`src/rtl/mux9_pkg.sv`:
```
// Shared types and constants for the round-robin mux scheduler.
// Imported by rr_pick9 and mux9_rr_sched.
package mux9_pkg;

   localparam int SEL_W = 4;
   localparam logic [SEL_W-1:0] SEL_PARK = 4'hF;

   typedef enum logic [1:0] {
      ARB,
      CAPT,
      HOLD
   } state_t;

endpackage

```
`src/rtl/mux9_rr_sched_rr_pick9.sv`:
```
// Round-robin winner search: first set req bit after ptr, modulo NCH.
// Purely combinational; ptr is assumed to be a legal channel index.
module rr_pick9
   import mux9_pkg::*;
#(
   parameter int NCH = 9
) (
   input  logic [NCH-1:0]   req,
   input  logic [SEL_W-1:0] ptr,
   output logic             found,
   output logic [SEL_W-1:0] idx
);

   // Wrapped group (<= ptr) first, then the group above ptr overrides,
   // lowest index winning inside each group.
   always_comb begin
      found = 1'b0;
      idx   = '0;
      for (int i = NCH - 1; i >= 0; i--) begin
         if (req[i] && (SEL_W'(i) <= ptr)) begin
            found = 1'b1;
            idx   = SEL_W'(i);
         end
      end
      for (int i = NCH - 1; i >= 0; i--) begin
         if (req[i] && (SEL_W'(i) > ptr)) begin
            found = 1'b1;
            idx   = SEL_W'(i);
         end
      end
   end

endmodule

```
`src/rtl/mux9_rr_sched.sv`:
```
// Round-robin scheduler driving an external 9:1 mux (ARB/CAPT/HOLD).
// Define MUX9_RR_SCHED_STATS_EN to add the saturating grant_cnt output.
module mux9_rr_sched
   import mux9_pkg::*;
#(
   parameter int WIDTH = 16,
   parameter int NCH   = 9
) (
   input  logic             clk,
   input  logic             resetn,
   input  logic [NCH-1:0]   req,
   output logic [SEL_W-1:0] sel,
   input  logic [WIDTH-1:0] mux_out,
   output logic [NCH-1:0]   ack,
   output logic             out_valid,
   input  logic             out_ready,
   output logic [WIDTH-1:0] out_data,
   output logic [SEL_W-1:0] out_chan
`ifdef MUX9_RR_SCHED_STATS_EN
  ,output logic [15:0]      grant_cnt
`endif
);

   localparam logic [NCH-1:0] ONE = NCH'(1);

   state_t           state;
   logic [SEL_W-1:0] ptr;
   logic             found;
   logic [SEL_W-1:0] idx;

   rr_pick9 #(
      .NCH (NCH)
   ) u_pick (
      .req   (req),
      .ptr   (ptr),
      .found (found),
      .idx   (idx)
   );

   // Scheduler FSM; every output is registered here.
   always_ff @(posedge clk or negedge resetn) begin
      if (!resetn) begin
         state     <= ARB;
         sel       <= SEL_PARK;
         ack       <= '0;
         out_valid <= 1'b0;
         out_data  <= '0;
         out_chan  <= '0;
         ptr       <= SEL_W'(NCH - 1);
      end else begin
         ack <= '0;
         case (state)
            ARB: begin
               if (found) begin
                  sel      <= idx;
                  out_chan <= idx;
                  ptr      <= idx;
                  state    <= CAPT;
               end else begin
                  sel <= SEL_PARK;
               end
            end
            CAPT: begin
               out_data  <= mux_out;
               ack       <= ONE << sel;
               out_valid <= 1'b1;
               state     <= HOLD;
            end
            HOLD: begin
               if (out_ready) begin
                  out_valid <= 1'b0;
                  sel       <= SEL_PARK;
                  state     <= ARB;
               end
            end
            default: begin
               sel   <= SEL_PARK;
               state <= ARB;
            end
         endcase
      end
   end

`ifdef MUX9_RR_SCHED_STATS_EN
   // Count CAPT entries, saturating at all-ones.
   always_ff @(posedge clk or negedge resetn) begin
      if (!resetn) begin
         grant_cnt <= '0;
      end else if (state == ARB && found && grant_cnt != 16'hFFFF) begin
         grant_cnt <= grant_cnt + 16'd1;
      end
   end
`endif

endmodule

```
`config.mk`:
```
export PLATFORM = sky130hd
export DESIGN_NAME = mux9_rr_sched
export DESIGN_NICKNAME = d
export VERILOG_FILES = /design/src/rtl/mux9_pkg.sv /design/src/rtl/mux9_rr_sched_rr_pick9.sv /design/src/rtl/mux9_rr_sched.sv
export SDC_FILE = /design/constraint.sdc
export NUM_CORES = 1
export LEC_CHECK = 0
export ABC_CLOCK_PERIOD_IN_PS = 2700
export CORE_MARGIN = 10
export CORE_UTILIZATION = 45
export CTS_BUF_LIST = sky130_fd_sc_hd__clkbuf_8
export DETAILED_ROUTE_END_ITERATION = 6
export HOLD_SLACK_MARGIN = 0.03
export PLACE_DENSITY = 0.79
export REMOVE_ABC_BUFFERS = 1
export SLEW_MARGIN = 10
export SYNTH_ARGS = -nofsm -noshare
export SYNTH_HDL_FRONTEND = slang
export SYNTH_SLANG_ARGS = --single-unit
```
`constraint.sdc`:
```
create_clock -name clk -period 2.7 [get_ports clk]
set_input_delay 0.54 -clock clk [delete_from_list [all_inputs] [get_ports clk]]
set_output_delay 0.54 -clock clk [all_outputs]
set_load 0.03 [all_outputs]
```
==> results.cfg <==
[synthesis]
yosysSeqAreaShare_pct = 51.7
async_reset_ff_share_pct = 100
yosys_register_bits = 37
ys.flop_type = dfrtp_1
synth.cell_area_um2 = 1800
ys_warn_count = 0
yosys.area.top_type = dfrtp_1
synth-edff-count = 0
synth_area_leaders = dfrtp_1 44%, mux2_2 10%, dfstp_2 7.3%, o41ai_4 3.1%, nor2_1 2.9%
syn_inst = 158
syn_avg_cell_area_um2 = 11.4
yosysTopAreaCellShare_pct = 44.4
ys_types = 45
synth_most_common_cell = dfrtp_1
synthTopCellsByCount = 32 x dfrtp_1, 16 x mux2_2, 14 x nor2_1

[timing]
skew_ns = 0.00621
worst_pin_slew_ns = 0.541
setup_violations = 0
report.final.slew_viol_count = 0
setup_tns_ns = 0
finalCritPeriodShare_pct = 85.1
maxSlewHeadroom_pct = 63.9
period_minus_slack_ns = 2.30
fmax_ghz = 0.435
hold_slack_ns = 0.509
rsz0062_at_grt = false
hold_viol_final = 0

[global_route]
grt_pass1_wl_um = 7780
antenna_found_initial = 0
overflow = 0
grt_max_degree = 38
grt_pass1_vias = 1568
track_usage_pct = 13.4

[placed_design]
dpl.hpwl_um = 3610
dp_cells = 262
io_buffers = 61
gp_congestion = 0.864

[routing]
vias = 1483
wl_met2_um = 2280
dr_wl_met3_um = 524
viasPerCell = 5.49
wl_met1_um = 1780
drc_errors = 0
wl_per_cell_um = 17.3
ant_nets = 0
dr.first_iter.drc_count = 153
drt_wl_total_um = 4660
top_layer = met4
dr.pass1.iters = 4

[power]
finalPower_uw = 3440
total_leakage_power_uw = 0.00108
peakVddDrop_v = 0.000760
power_density_nw_per_um2 = 1340

[critical_path]
crit_path_max_fanout = 16
path_cells = clkdlybuf4s50_1
criticalPathCategory = reg2out
cp_slowest_stage_delay_ns = 0.78
worstPathArrival_ns = 1.76
crit_buf_inv = 1
critPathLaunchType = flop
crit_family = buffers and inverters
cp.required_ns = 2.16
slowest_stage = clkdlybuf4s50_1
endpoint_kind = output port

[clock_tree]
cts_resized = 0
cts-root-buf = clkbuf_8
clockBufferDepth = 2
cts_buffers = 5
cts_tree = done
cts.reportedPaths.clkPinSlew_ns = 0.08
clkSinkCount = 37
post_cts_buffers = 0
htreeDepth = 2
postCtsHoldBufs = 0
insertion_delay_ns = 0.29

[final_layout]
drive_gt1_share_pct = 18.5
fin_cells = 270
final_util_pct = 68.2
layout.nets = 249
n_antenna_cell = 0
nFillCells = 293
area_growth_pct = 42.7

[floorplan]
pin_count = 62
initial_core_util_pct = 47.8
core_um2 = 3770
core.rowCount = 22
die_w_um = 83.3
die-area_um2 = 6940
die_h_um = 83.3

[hold_path]
hold_class = reg2reg

[status]
status = complete, no violations

[job]
drv_cap = 0
==> metrics by stage <==
step	cell area, um2	setup slack (ns)
floorplan	1740	0.512
global placement	2440	0.220
detailed placement	2440	0.140
CTS	2570	0.392
global route	2570	0.315
finish	2570	0.402
==> where the power goes <==
group          leakage (uW)  internal, uW  switching (uW)  total, uW
sequential         0.000448           812             267       1080
clock             0.0000687           372             201        573
combinational      0.000567           836             949       1790
==> registers in the layout, indices dropped and copies added (netlist names) <==
signal and cells:
out_data 16, ack 9, out_chan 4, sel 4, state 2, out_valid 1
ptr 1
==> layout make-up <==
class | count | area [um2] | area share (%)
clock inverter | 3 | 68.8 | 2.67
tap | 48 | 60.1 | 2.33
timing repair buffer | 65 | 641 | 24.9
sequential | 37 | 932 | 36.2
clock buffer | 5 | 68.8 | 2.67
multi-input combinational | 104 | 773 | 30.0
inverter | 8 | 30.0 | 1.17
==> per-layer routing <==
| metal | vias to the layer above | global-route usage [%] |
|---|---|---|
| li1 | 701 | - |
| met2 | 66 | 22.0 |
| met4 | 0 | 4.31 |
| met1 | 708 | 14.4 |
| met5 | - | 0 |
| met3 | 8 | 7.03 |
==> cells by family (layout without fill, tap and decap cells) <==
family,count (synthesis),after routing,share of synthesized area [%]
AO/OA/AOI/OAI,41,41,18.3
buffers and inverters,17,81,5.41
multiplexers,18,18,11.7
flip-flops,37,37,51.7
AND/OR/NAND/NOR,45,45,12.9
==> cell usage in the layout (no fill, tap or decap), types with 2 or more instances in the layout <==
| cell | netlist | routed |
|---|---|---|
| dfstp_2 | 5 | 5 |
| nand3_1 | 2 | 2 |
| clkbuf_8 | 0 | 5 |
| inv_1 | 6 | 6 |
| buf_4 | 5 | 4 |
| o21ai_0 | 4 | 4 |
| dfrtp_1 | 32 | 32 |
| o22ai_1 | 3 | 3 |
| inv_2 | 2 | 2 |
| mux2_2 | 16 | 16 |
| nand3b_1 | 3 | 3 |
| bufinv_16 | 0 | 2 |
| o22a_1 | 4 | 4 |
| clkdlybuf4s50_1 | 0 | 61 |
| nor2b_1 | 2 | 2 |
| nand2b_1 | 5 | 5 |
| a22oi_1 | 2 | 2 |
| mux2_4 | 2 | 2 |
| a21oi_1 | 8 | 8 |
| nand2_1 | 9 | 9 |
| o21a_1 | 3 | 3 |
| nor2_1 | 14 | 14 |
| nor3_1 | 3 | 3 |
| a31oi_1 | 2 | 2 |
| o41ai_4 | 2 | 2 |
==> worst paths after layout <==
kind | from | endpoint | slack [ns] | cells after the start
setup reg to reg | out_chan[0] | out_chan[1] | 0.43 | 6
hold / removal | out_data[11] | out_data[11] | 0.51 | 1
setup / recovery | out_chan[2] | out_chan[2] | 0.40 | 1
max in group asynchronous | resetn | ptr[3] | 1.69 | 2
min in group asynchronous | resetn | out_data[11] | 0.67 | 2
hold reg to reg | out_data[11] | out_data[11] | 0.51 | 1
No activity file was read; power rests on OpenSTA's default activity.
